<file path="src/rtl/mem_port_arbiter.sv">
// Two-master arbiter sharing one split-transaction RAM port between instruction
// fetch (m0) and load/store (m1). An in-order tag queue steers each response
// back to its issuer, and fetch responses can be discarded on a pipeline flush.
module mem_port_arbiter #(
  parameter int unsigned ADDR_WIDTH      = 32,
  parameter int unsigned DATA_WIDTH      = 32,
  parameter int unsigned MAX_OUTSTANDING = 2
) (
  input  logic                            clk,
  input  logic                            rst,
  // fetch master
  input  logic                            m0_req,
  input  logic [ADDR_WIDTH-1:0]           m0_addr,
  output logic                            m0_addr_ok,
  output logic                            m0_data_ok,
  // load/store master
  input  logic                            m1_req,
  input  logic                            m1_we,
  input  logic [3:0]                      m1_wstrb,
  input  logic [ADDR_WIDTH-1:0]           m1_addr,
  input  logic [DATA_WIDTH-1:0]           m1_wdata,
  output logic                            m1_addr_ok,
  output logic                            m1_data_ok,
  output logic [DATA_WIDTH-1:0]           rdata,
  input  logic                            cancel_if,
  // slave port
  output logic                            s_req,
  output logic                            s_we,
  output logic [3:0]                      s_wstrb,
  output logic [ADDR_WIDTH-1:0]           s_addr,
  output logic [DATA_WIDTH-1:0]           s_wdata,
  input  logic                            s_addr_ok,
  input  logic                            s_data_ok,
  input  logic [DATA_WIDTH-1:0]           s_rdata,
  // status
  output logic [$clog2(MAX_OUTSTANDING):0] outstanding,
  output logic                            err_resp
);

  localparam int unsigned PtrW = $clog2(MAX_OUTSTANDING);
  localparam int unsigned CntW = PtrW + 1;

  logic            lock_q, lock_d;
  logic            lock_id_q, lock_id_d;
  logic            lock_eff;
  logic            grant;
  logic            full, empty;
  logic            accept, push, pop;
  logic            head_id, head_drop;
  logic [PtrW-1:0] rd_ptr_q, wr_ptr_q;
  logic [CntW-1:0] count_q, count_d;
  logic            err_q;
  logic            id_q   [MAX_OUTSTANDING];
  logic            drop_q [MAX_OUTSTANDING];

  // Grant, slave request mux and response steering.
  always_comb begin
    // A lock only holds while its owner still requests; a dropped request
    // must not let the other master's transfer carry the stale owner's fields.
    lock_eff   = lock_q & (lock_id_q ? m1_req : m0_req);
    grant      = lock_eff ? lock_id_q : m1_req;
    full       = (count_q == CntW'(MAX_OUTSTANDING));
    empty      = (count_q == '0);
    s_req      = (m0_req | m1_req) & ~full & ~rst;
    s_we       = grant ? m1_we    : 1'b0;
    s_wstrb    = grant ? m1_wstrb : 4'b0000;
    s_addr     = grant ? m1_addr  : m0_addr;
    s_wdata    = grant ? m1_wdata : '0;
    accept     = s_req & s_addr_ok;
    push       = accept;
    m0_addr_ok = accept & ~grant;
    m1_addr_ok = accept & grant;
    head_id    = id_q[rd_ptr_q];
    head_drop  = drop_q[rd_ptr_q];
    pop        = s_data_ok & ~empty & ~rst;
    m0_data_ok = pop & ~head_id & ~head_drop & ~cancel_if;
    m1_data_ok = pop & head_id;
    rdata      = s_rdata;
  end

  // Lock next-state: pin the grant while a request waits for the slave.
  always_comb begin
    lock_d    = lock_q;
    lock_id_d = lock_id_q;
    if (accept) begin
      lock_d = 1'b0;
    end else if (s_req && !s_addr_ok) begin
      lock_d    = 1'b1;
      lock_id_d = grant;
    end else if (lock_q && !lock_eff) begin
      lock_d = 1'b0;
    end
  end

  // Occupancy next-state; a simultaneous push and pop leaves it unchanged.
  always_comb begin
    count_d = count_q;
    unique case ({push, pop})
      2'b10:   count_d = count_q + 1'b1;
      2'b01:   count_d = count_q - 1'b1;
      default: count_d = count_q;
    endcase
  end

  // Lock, pointers, occupancy and sticky error register.
  always_ff @(posedge clk) begin
    if (rst) begin
      lock_q    <= 1'b0;
      lock_id_q <= 1'b0;
      rd_ptr_q  <= '0;
      wr_ptr_q  <= '0;
      count_q   <= '0;
      err_q     <= 1'b0;
    end else begin
      lock_q    <= lock_d;
      lock_id_q <= lock_id_d;
      count_q   <= count_d;
      if (push) wr_ptr_q <= wr_ptr_q + 1'b1;
      if (pop)  rd_ptr_q <= rd_ptr_q + 1'b1;
      if (s_data_ok && empty) err_q <= 1'b1;
    end
  end

  // Tag storage; cancel marks every id-0 slot, and a same-cycle push
  // overrides its own slot with a fresh entry that already reflects cancel.
  // Marking invalid slots is harmless since a push rewrites the drop bit.
  always_ff @(posedge clk) begin
    if (rst) begin
      for (int i = 0; i < MAX_OUTSTANDING; i++) begin
        id_q[i]   <= 1'b0;
        drop_q[i] <= 1'b0;
      end
    end else begin
      for (int i = 0; i < MAX_OUTSTANDING; i++) begin
        if (cancel_if && !id_q[i]) drop_q[i] <= 1'b1;
      end
      if (push) begin
        id_q[wr_ptr_q]   <= grant;
        drop_q[wr_ptr_q] <= ~grant & cancel_if;
      end
    end
  end

  assign outstanding = count_q;
  assign err_resp    = err_q;

endmodule

</file>
<file path="config.mk">
export PLATFORM = sky130hd
export DESIGN_NAME = mem_port_arbiter
export DESIGN_NICKNAME = d
export VERILOG_FILES = /design/src/rtl/mem_port_arbiter.sv
export SDC_FILE = /design/constraint.sdc
export NUM_CORES = 1
export LEC_CHECK = 0
export CAP_MARGIN = 5
export CORE_ASPECT_RATIO = 0.7
export CORE_MARGIN = 8
export CORE_UTILIZATION = 24
export DETAILED_ROUTE_END_ITERATION = 10
export PLACE_DENSITY_LB_ADDON = 0.25
export SLEW_MARGIN = 0
export SYNTH_ARGS = -nofsm -noshare
export SYNTH_HDL_FRONTEND = slang
export SYNTH_SLANG_ARGS = --single-unit
</file>
<file path="constraint.sdc">
create_clock -name clk -period 6.2 [get_ports clk]
set_input_delay 0.93 -clock clk [delete_from_list [all_inputs] [get_ports clk]]
set_output_delay 0.93 -clock clk [all_outputs]
set_load 0.03 [all_outputs]
</file>
==> flow_summary.html, run 1 <==
<table>
<tr><th>Metric</th><th>Value</th></tr>
<tr><th colspan="2">Setup path</th></tr>
<tr><td>Critical path cell sequence</td><td>clkdlybuf4s50_1, nor2_2, or4b_1, nor2_1, clkdlybuf4s50_1</td></tr>
<tr><td>Crit-path leading delay family</td><td>buffers and inverters</td></tr>
<tr><td>Max Fanout on Critical Path</td><td>11</td></tr>
<tr><td>CP peak stage delay</td><td>0.78 ns</td></tr>
<tr><td>Standard cell with the maximum stage delay on the critical path</td><td>sky130_fd_sc_hd__clkdlybuf4s50_1</td></tr>
<tr><td>Sum of buffers and inverters on the critical path</td><td>2</td></tr>
<tr><td>Crit Path Class</td><td>in -&gt; out</td></tr>
<tr><td>Depth of the worst register-to-register path</td><td>5</td></tr>
<tr><td>Logic depth of the worst setup path including buffers</td><td>5</td></tr>
<tr><td>Required time of the worst setup path</td><td>5.27 ns</td></tr>
<tr><td>Capturing element type of the critical path</td><td>output pin</td></tr>
<tr><td>Top cell by count, worst path</td><td>sky130_fd_sc_hd__clkdlybuf4s50_1</td></tr>
<tr><td>Arrival time reported for the critical path endpoint</td><td>3.41 ns</td></tr>
<tr><td>Type of element launching the critical path</td><td>input port</td></tr>
<tr><th colspan="2">Place</th></tr>
<tr><td>GPL Wtd Cong</td><td>0.876</td></tr>
<tr><td>Total of buffers placed on input and output ports</td><td>184</td></tr>
<tr><td>Sum of net half-perimeters after detailed placement</td><td>~7 mm</td></tr>
<tr><th colspan="2">Timing</th></tr>
<tr><td>Number of pins exceeding their max-slew limit in the final report</td><td>0</td></tr>
<tr><td>Maximum operating frequency</td><td>approximately 230 MHz</td></tr>
<tr><td>Setup repair after global routing missed its margin</td><td>no</td></tr>
<tr><td>Worst slew pin tran</td><td>0.527 ns</td></tr>
<tr><td>Clock Skew</td><td>0.00128 ns</td></tr>
<tr><td>Total Neg Setup Slack</td><td>0 ns</td></tr>
<tr><td>Share of the clock period used by the worst path after layout</td><td>70.1%</td></tr>
<tr><td>Number of failing setup endpoints in the final timing report</td><td>0</td></tr>
<tr><td>Post-layout min period</td><td>4.34 ns</td></tr>
<tr><td>Hold violation count in the final report</td><td>0</td></tr>
<tr><td>Worst slew slack as a fraction of its limit</td><td>between 60% and 70%</td></tr>
<tr><th colspan="2">Synth</th></tr>
<tr><td>Average size of a mapped cell</td><td>8.56 um2</td></tr>
<tr><td>Number of distinct standard cells referenced by the synthesized netlist</td><td>34</td></tr>
<tr><td>Synthesis-stage register bit count</td><td>12</td></tr>
<tr><td>Count of warnings emitted by yosys</td><td>0</td></tr>
<tr><td>Share of the yosys chip area belonging to registers</td><td>a little under a fifth</td></tr>
<tr><td>Post-synthesis instance area</td><td>between 1500 and 2000 um2</td></tr>
<tr><td>Syn nets</td><td>322</td></tr>
<tr><td>Number of standard cells after synthesis</td><td>181</td></tr>
<tr><th colspan="2">Global route</th></tr>
<tr><td>Global-route usage over all layers</td><td>between 10% and 20%</td></tr>
<tr><td>Initial antenna violation count</td><td>0</td></tr>
<tr><td>Vias in the first global route</td><td>about 2,000</td></tr>
<tr><td>First-pass GRT wire length</td><td>between 10 and 15 mm</td></tr>
<tr><td>Maximum number of pins on one net before global-route repair</td><td>41</td></tr>
<tr><td>Congestion Overflow GR</td><td>0</td></tr>
<tr><th colspan="2">Clock tree</th></tr>
<tr><td>Hold bufs inserted after CTS</td><td>0</td></tr>
<tr><td>Buffer cell driving the clock tree root</td><td>sky130_fd_sc_hd__clkbuf_8</td></tr>
<tr><td>Setup repair bufs after CTS</td><td>0</td></tr>
<tr><td>Clock tree from TritonCTS</td><td>yes</td></tr>
<tr><td>Clock sinks</td><td>12</td></tr>
<tr><td>Cells resized by post-CTS repair</td><td>0</td></tr>
<tr><td>Buffer levels on the longest clock path</td><td>2</td></tr>
<tr><td>H-tree levels</td><td>1</td></tr>
<tr><td>Register clock-pin slew on the reported worst setup and hold paths</td><td>approximately 0.050 ns</td></tr>
<tr><td>Clk_lat worst skew</td><td>0.24 ns</td></tr>
<tr><td>Cts bufs inserted</td><td>3</td></tr>
<tr><th colspan="2">Power and ir drop</th></tr>
<tr><td>Worst-case vdd ir drop</td><td>0.0593 mV</td></tr>
<tr><td>Share of total power in sequential cells</td><td>21.1%</td></tr>
<tr><td>Leakage</td><td>1.29 nW</td></tr>
<tr><td>Overall Power</td><td>0.458 mW</td></tr>
<tr><td>Power per unit of standard cell area</td><td>142 nW/um2</td></tr>
<tr><td>Clk network pwr share</td><td>between 15 and 20%</td></tr>
<tr><td>Net Sw Frac</td><td>37.5%</td></tr>
<tr><td>Combinational group share of total power</td><td>between 60% and 70%</td></tr>
<tr><td>Cell internal pwr</td><td>0.286 mW</td></tr>
<tr><td>Net switching power</td><td>0.172 mW</td></tr>
<tr><th colspan="2">Die</th></tr>
<tr><td>Die width</td><td>112 um</td></tr>
<tr><td>Die height</td><td>83.2 um</td></tr>
<tr><td>Ports placed on the boundary</td><td>249</td></tr>
<tr><td>Area of the core region</td><td>about 6200 um2</td></tr>
<tr><td>DIE AREA</td><td>9330 um2</td></tr>
<tr><td>Initial core utilization</td><td>roughly 25%</td></tr>
<tr><td>Number of rows in the core area</td><td>24</td></tr>
<tr><th colspan="2">Route</th></tr>
<tr><td>Drt pass-1 iters</td><td>4</td></tr>
<tr><td>DRC violations left</td><td>0</td></tr>
<tr><td>Number of routed nets with antenna violations</td><td>0</td></tr>
<tr><td>Initial drt markers</td><td>88</td></tr>
<tr><td>Ratio of routed vias to standard cells</td><td>4.69</td></tr>
<tr><td>Total detailed-routing wirelength</td><td>between 8 and 9 mm</td></tr>
<tr><td>Via count</td><td>1,889</td></tr>
<tr><td>Wire length per cell</td><td>a little over 20 um</td></tr>
<tr><th colspan="2">Run status</th></tr>
<tr><td>Run status</td><td>finished clean</td></tr>
<tr><th colspan="2">Final layout</th></tr>
<tr><td>Area added between synthesis and finish</td><td>108%</td></tr>
<tr><td>Ratio of cells with drive above 1 in the final layout</td><td>13.8%</td></tr>
<tr><td>Nets</td><td>roughly 470</td></tr>
<tr><td>Antenna diode instance count</td><td>0</td></tr>
<tr><th colspan="2">Run</th></tr>
<tr><td>Number of max-capacitance violations reported</td><td>0</td></tr>
<tr><th colspan="2">Worst hold path</th></tr>
<tr><td>Hold-critical path depth</td><td>2</td></tr>
<tr><td>Path type of the worst min-delay path</td><td>reg -&gt; reg</td></tr>
</table>
-- worst min-delay path, delay by kind of cell (launching register included) --
family	cells	cell delay (ns)
DFF	1	0.31
AOI/OAI and AO/OA	1	0.06
buffers and inverters	1	0.05
-- cell families (layout without fill, tap and decap cells) --
group,count (synthesis),in the layout,synth area share [%]
simple gates,64,64,24.9
buf+inv,50,194,22.4
mux,36,36,26.0
compound gates,15,15,6.13
flops,12,12,18.1
xor+xnor,3,3,1.70
fa+ha+maj,1,1,0.807
-- routing by layer --
layer,vias to the layer above,GRT usage [%],part of all wire [%]
li1,907,-,-
met4,0,2.20,0.96
met2,116,26.8,45
met3,14,8.96,12
met1,852,19.3,42
met5,-,0,0
-- area by class of cell --
type                    instances  area (um2)
clock buffers                   3        41.3
inverters                       4        15.0
flip-flops and latches         12         280
well taps                      78        97.6
fillers                       565        3020
multi-input cells             119         923
repair buffers                187        1860
-- path summary, 6_finish.rpt --
kind	start	endpoint	slack, ns
worst max-delay path	m1_req	m0_addr_ok	1.86
worst min-delay path	lock_q$_SDFFE_PP0P_	lock_q$_SDFFE_PP0P_	0.46
worst max register to register	outstanding[0]$_SDFFE_PP0P_	outstanding[1]$_SDFFE_PP0P_	3.99
worst min register to register	lock_q$_SDFFE_PP0P_	lock_q$_SDFFE_PP0P_	0.46
-- registers in the layout, indices dropped and copies added, names as in the netlist, named ones only --
name / cells
lock_q: 1
err_resp: 1
lock_id_q: 1
wr_ptr_q: 1
outstanding: 2
drop_q: 2
rd_ptr_q: 1
id_q: 2
-- power groups by stage --
stage          combinational (mW)  sequential, mW  clock (mW)
2_1_floorplan               0.179           0.101           0
3_3_place_gp                0.289          0.0978           0
3_5_place_dp                0.291          0.0981           0
4_1_cts                     0.293          0.0965      0.0734
5_1_grt                     0.306          0.0975      0.0780
6_report                    0.290          0.0965      0.0717
-- cells in the mapped netlist --
master | count | share of area (%)
sky130_fd_sc_hd__and2_1 | 1 | 0.40
sky130_fd_sc_hd__o21ai_0 | 5 | 1.6
sky130_fd_sc_hd__clkbuf_1 | 8 | 1.9
sky130_fd_sc_hd__nor2b_2 | 1 | 0.57
sky130_fd_sc_hd__o221ai_1 | 2 | 1.1
sky130_fd_sc_hd__nor2b_1 | 1 | 0.40
sky130_fd_sc_hd__o311ai_0 | 1 | 0.57
sky130_fd_sc_hd__and3_1 | 37 | 15
sky130_fd_sc_hd__inv_1 | 4 | 0.97
sky130_fd_sc_hd__nor2_1 | 9 | 2.2
sky130_fd_sc_hd__dfxtp_1 | 8 | 10
sky130_fd_sc_hd__mux2_2 | 34 | 25
sky130_fd_sc_hd__xnor2_1 | 1 | 0.57
sky130_fd_sc_hd__nand2_1 | 1 | 0.24
sky130_fd_sc_hd__or3b_2 | 1 | 0.57
sky130_fd_sc_hd__ha_1 | 1 | 0.81
sky130_fd_sc_hd__buf_2 | 1 | 0.32
sky130_fd_sc_hd__xor2_1 | 2 | 1.1
sky130_fd_sc_hd__or4b_1 | 1 | 0.65
sky130_fd_sc_hd__nor4_1 | 1 | 0.40
sky130_fd_sc_hd__or3_1 | 1 | 0.40
sky130_fd_sc_hd__and4bb_2 | 1 | 0.81
sky130_fd_sc_hd__buf_6 | 5 | 3.6
sky130_fd_sc_hd__a21o_1 | 1 | 0.48
sky130_fd_sc_hd__a21oi_1 | 4 | 1.3
sky130_fd_sc_hd__buf_4 | 32 | 15
sky130_fd_sc_hd__nor2_2 | 1 | 0.40
sky130_fd_sc_hd__a211oi_1 | 1 | 0.48
sky130_fd_sc_hd__mux2i_1 | 2 | 1.3
sky130_fd_sc_hd__nand3b_1 | 1 | 0.48
sky130_fd_sc_hd__or4_2 | 1 | 0.57
sky130_fd_sc_hd__edfxtp_1 | 4 | 7.7
sky130_fd_sc_hd__o41ai_1 | 1 | 0.57
sky130_fd_sc_hd__nor3_1 | 6 | 1.9
-- metrics by stage --
step | util (%) | setup slack, ns | instance area (um2) | hold slack (ns) | instances
2_1_floorplan | - | 3.20 | 1550 | 0.439 | 181
4_1_cts | 51.6 | 1.80 | 3220 | 0.466 | 403
6_report | 51.6 | 1.86 | 3220 | 0.461 | 403
3_5_place_dp | 50.9 | 1.80 | 3180 | 0.458 | 400
3_3_place_gp | 50.9 | 1.90 | 3180 | 0.453 | 400
5_1_grt | 51.6 | 1.68 | 3220 | 0.492 | 403
-- layout by cell type, fill, tap and decap left out, types with 2 or more instances in the layout --
master	instances
sky130_fd_sc_hd__clkbuf_8	3
sky130_fd_sc_hd__and3_1	37
sky130_fd_sc_hd__mux2i_1	2
sky130_fd_sc_hd__buf_4	3
sky130_fd_sc_hd__inv_1	4
sky130_fd_sc_hd__xor2_1	2
sky130_fd_sc_hd__o221ai_1	2
sky130_fd_sc_hd__o21ai_0	5
sky130_fd_sc_hd__a21oi_1	4
sky130_fd_sc_hd__nor3_1	6
sky130_fd_sc_hd__dfxtp_1	8
sky130_fd_sc_hd__nor2_1	9
sky130_fd_sc_hd__edfxtp_1	4
sky130_fd_sc_hd__mux2_2	34
sky130_fd_sc_hd__clkdlybuf4s50_1	184
(Power assumes the default switching activity.)
==> run 2, diff against run 1 <==
Settings changed: CORE_UTILIZATION 24 to 23.
Clock period 6.2 ns to 4.3 ns, I/O delays scaled along.
==> flow_summary.html, run 2 (synthesis results as in run 1) <==
<table>
<tr><th>Metric</th><th>Value</th></tr>
<tr><th colspan="2">Clock tree</th></tr>
<tr><td>Setup repair bufs after CTS</td><td>0 (unchanged)</td></tr>
<tr><td>H-tree levels</td><td>1 (unchanged)</td></tr>
<tr><td>Clock sinks</td><td>12 (unchanged)</td></tr>
<tr><td>Clock tree from TritonCTS</td><td>yes (unchanged)</td></tr>
<tr><td>Hold bufs inserted after CTS</td><td>0 (unchanged)</td></tr>
<tr><td>Clk_lat worst skew</td><td>0.24 ns (about the same)</td></tr>
<tr><td>Register clock-pin slew on the reported worst setup and hold paths</td><td>0.05 ns (about the same)</td></tr>
<tr><td>Buffer cell driving the clock tree root</td><td>sky130_fd_sc_hd__clkbuf_8 (unchanged)</td></tr>
<tr><td>Buffer levels on the longest clock path</td><td>2 (unchanged)</td></tr>
<tr><td>Cts bufs inserted</td><td>3 (unchanged)</td></tr>
<tr><td>Cells resized by post-CTS repair</td><td>0 (unchanged)</td></tr>
<tr><th colspan="2">Global route</th></tr>
<tr><td>Initial antenna violation count</td><td>0 (unchanged)</td></tr>
<tr><td>Maximum number of pins on one net before global-route repair</td><td>40 (was 41)</td></tr>
<tr><td>Vias in the first global route</td><td>1,935 (was 2,014)</td></tr>
<tr><td>Congestion Overflow GR</td><td>0 (unchanged)</td></tr>
<tr><td>First-pass GRT wire length</td><td>11.4 mm (was 12.2 mm)</td></tr>
<tr><td>Global-route usage over all layers</td><td>14.8% (was 16.6%)</td></tr>
<tr><th colspan="2">Timing</th></tr>
<tr><td>Setup repair after global routing missed its margin</td><td>no (unchanged)</td></tr>
<tr><td>Number of failing setup endpoints in the final timing report</td><td>0 (unchanged)</td></tr>
<tr><td>Hold violation count in the final report</td><td>0 (unchanged)</td></tr>
<tr><td>Worst slew slack as a fraction of its limit</td><td>64.8% (was 64.5%)</td></tr>
<tr><td>Maximum operating frequency</td><td>276 MHz</td></tr>
<tr><td>Number of pins exceeding their max-slew limit in the final report</td><td>0 (unchanged)</td></tr>
<tr><td>Clock Skew</td><td>0.00110 ns (was 0.00128 ns)</td></tr>
<tr><td>Worst hold margin</td><td>0.462 ns (was 0.461 ns)</td></tr>
<tr><td>Post-layout min period</td><td>between 3 and 4 ns</td></tr>
<tr><td>Worst slew pin tran</td><td>0.522 ns (was 0.527 ns)</td></tr>
<tr><td>Share of the clock period used by the worst path after layout</td><td>84.1%</td></tr>
<tr><td>Total Neg Setup Slack</td><td>0 ns (unchanged)</td></tr>
<tr><th colspan="2">Route</th></tr>
<tr><td>Number of routed nets with antenna violations</td><td>0 (unchanged)</td></tr>
<tr><td>Wire length per cell</td><td>18.1 um (was 20.3 um)</td></tr>
<tr><td>Total detailed-routing wirelength</td><td>7.62 mm (was 8.17 mm)</td></tr>
<tr><td>Drt pass-1 iters</td><td>4 (unchanged)</td></tr>
<tr><td>Ratio of routed vias to standard cells</td><td>4.52 (was 4.69)</td></tr>
<tr><td>Initial drt markers</td><td>120 (was 88)</td></tr>
<tr><td>Via count</td><td>1,903 (was 1,889)</td></tr>
<tr><td>DRC violations left</td><td>0 (unchanged)</td></tr>
<tr><th colspan="2">Place</th></tr>
<tr><td>Total of buffers placed on input and output ports</td><td>184 (unchanged)</td></tr>
<tr><td>Sum of net half-perimeters after detailed placement</td><td>6.52 mm (was 7.02 mm)</td></tr>
<tr><td>GPL Wtd Cong</td><td>0.838 (was 0.876)</td></tr>
<tr><th colspan="2">Setup path</th></tr>
<tr><td>Capturing element type of the critical path</td><td>output pin (unchanged)</td></tr>
<tr><td>Arrival time reported for the critical path endpoint</td><td>2.97 ns (was 3.41 ns)</td></tr>
<tr><td>Depth of the worst register-to-register path</td><td>5 (unchanged)</td></tr>
<tr><td>Critical path cell sequence</td><td>clkdlybuf4s50_1, nor2_2, or4b_1, nor2_1, clkdlybuf4s50_1 (unchanged)</td></tr>
<tr><td>Max Fanout on Critical Path</td><td>10 (was 11)</td></tr>
<tr><td>Required time of the worst setup path</td><td>3.65 ns (was 5.27 ns)</td></tr>
<tr><td>Top cell by count, worst path</td><td>sky130_fd_sc_hd__clkdlybuf4s50_1 (unchanged)</td></tr>
<tr><td>Crit Path Class</td><td>in -&gt; out (unchanged)</td></tr>
<tr><td>Type of element launching the critical path</td><td>input port (unchanged)</td></tr>
<tr><td>CP peak stage delay</td><td>0.70 ns (was 0.78 ns)</td></tr>
<tr><td>Standard cell with the maximum stage delay on the critical path</td><td>sky130_fd_sc_hd__or4b_1 (was sky130_fd_sc_hd__clkdlybuf4s50_1)</td></tr>
<tr><th colspan="2">Final layout</th></tr>
<tr><td>Area added between synthesis and finish</td><td>109% (was 108%)</td></tr>
<tr><td>Highest-count cells in the layout ignoring fill and taps</td><td>sky130_fd_sc_hd__clkdlybuf4s50_1 (179), sky130_fd_sc_hd__and3_1 (37), sky130_fd_sc_hd__mux2_2 (34) (was sky130_fd_sc_hd__clkdlybuf4s50_1 (184), sky130_fd_sc_hd__and3_1 (37), sky130_fd_sc_hd__mux2_2 (34))</td></tr>
<tr><td>Most common library cell in the layout ignoring fill and taps</td><td>sky130_fd_sc_hd__clkdlybuf4s50_1 (unchanged)</td></tr>
<tr><td>Finished Core Util</td><td>48.9% (was 51.6%)</td></tr>
<tr><td>Multi-input combinational cell area</td><td>923 um2 (unchanged)</td></tr>
<tr><td>Register Area</td><td>280 um2 (unchanged)</td></tr>
<tr><td>Ratio of cells with drive above 1 in the final layout</td><td>15.6% (was 13.8%)</td></tr>
<tr><td>Antenna diode instance count</td><td>0 (unchanged)</td></tr>
<tr><td>Nets</td><td>469 (was 468)</td></tr>
<tr><td>Number of fillers in the final layout</td><td>667 (was 565)</td></tr>
<tr><th colspan="2">Power and ir drop</th></tr>
<tr><td>Power per unit of standard cell area</td><td>205 nW/um2 (was 142 nW/um2)</td></tr>
<tr><td>Leakage</td><td>1.30 nW (was 1.29 nW)</td></tr>
<tr><td>Overall Power</td><td>0.665 mW (was 0.458 mW)</td></tr>
<tr><td>Worst-case vdd ir drop</td><td>0.119 mV (was 0.0593 mV)</td></tr>
<tr><th colspan="2">Die</th></tr>
<tr><td>Initial core utilization</td><td>23.4% (was 24.8%)</td></tr>
<tr><td>DIE AREA</td><td>9670 um2 (was 9330 um2)</td></tr>
<tr><td>Die width</td><td>114 um (was 112 um)</td></tr>
<tr><td>Area of the core region</td><td>6630 um2 (was 6250 um2)</td></tr>
<tr><td>Ports placed on the boundary</td><td>249 (unchanged)</td></tr>
<tr><td>Number of rows in the core area</td><td>25 (was 24)</td></tr>
<tr><td>Die height</td><td>84.7 um (was 83.2 um)</td></tr>
<tr><th colspan="2">Worst hold path</th></tr>
<tr><td>Path type of the worst min-delay path</td><td>reg -&gt; reg (unchanged)</td></tr>
<tr><td>Hold-critical path depth</td><td>2 (unchanged)</td></tr>
<tr><th colspan="2">Run status</th></tr>
<tr><td>Run status</td><td>finished clean (unchanged)</td></tr>
<tr><th colspan="2">Run</th></tr>
<tr><td>Number of max-capacitance violations reported</td><td>0 (unchanged)</td></tr>
</table>
==> run 2: changes by cell type in the layout (fill, tap and decap cells not counted), sizes merged <==
cell | before | now
clkdlybuf4s50 | 184 | 179
buf | 3 | 9
clkbuf | 3 | 4
==> run 2: path summary, 6_finish.rpt <==
kind | startpoint | to | slack, ns
max | m1_req | m1_addr_ok | 0.68
min | lock_q$_SDFFE_PP0P_ | lock_q$_SDFFE_PP0P_ | 0.46
max reg2reg | outstanding[0]$_SDFFE_PP0P_ | outstanding[1]$_SDFFE_PP0P_ | 2.11
min reg2reg | lock_q$_SDFFE_PP0P_ | lock_q$_SDFFE_PP0P_ | 0.46
==> run 2: area by class of cell <==
cell class	instances	area share, %
Inverter	4	0.463
Sequential cell	12	8.65
Tap cell	94	3.63
Timing Repair Buffer	188	57.4
Multi-Input combinational cell	119	28.5
Clock buffer	4	1.39
==> run 2: critical path: cells and delay by family <==
kind                   cells  cell delay [ns]
buffers and inverters      2             1.36
and+or+nand+nor            3             0.97
==> run 2: stage by stage <==
step | setup WS, ns | area [um2] | cells
6_report | 0.683 | 3240 | 421
4_1_cts | 0.649 | 3240 | 421
3_3_place_gp | 0.666 | 3200 | 417
5_1_grt | 0.541 | 3240 | 421
3_5_place_dp | 0.645 | 3200 | 417
2_1_floorplan | 1.82 | 1550 | 181
==> run 2: metal layers <==
layer  wire, um  track usage [%]  up-vias
li1           -                -      910
met1       3190             17.3      868
met2       3570             25.1      111
met3        779             6.02       14
met4         79             2.17        0
met5          0                0        -
==> run 2: power breakdown <==
part	switching, mW	internal (mW)	total (mW)	leakage, nW
registers	0.00983	0.129	0.139	0.108
logic	0.196	0.221	0.417	1.17
clock network	0.0441	0.0655	0.110	0.0228
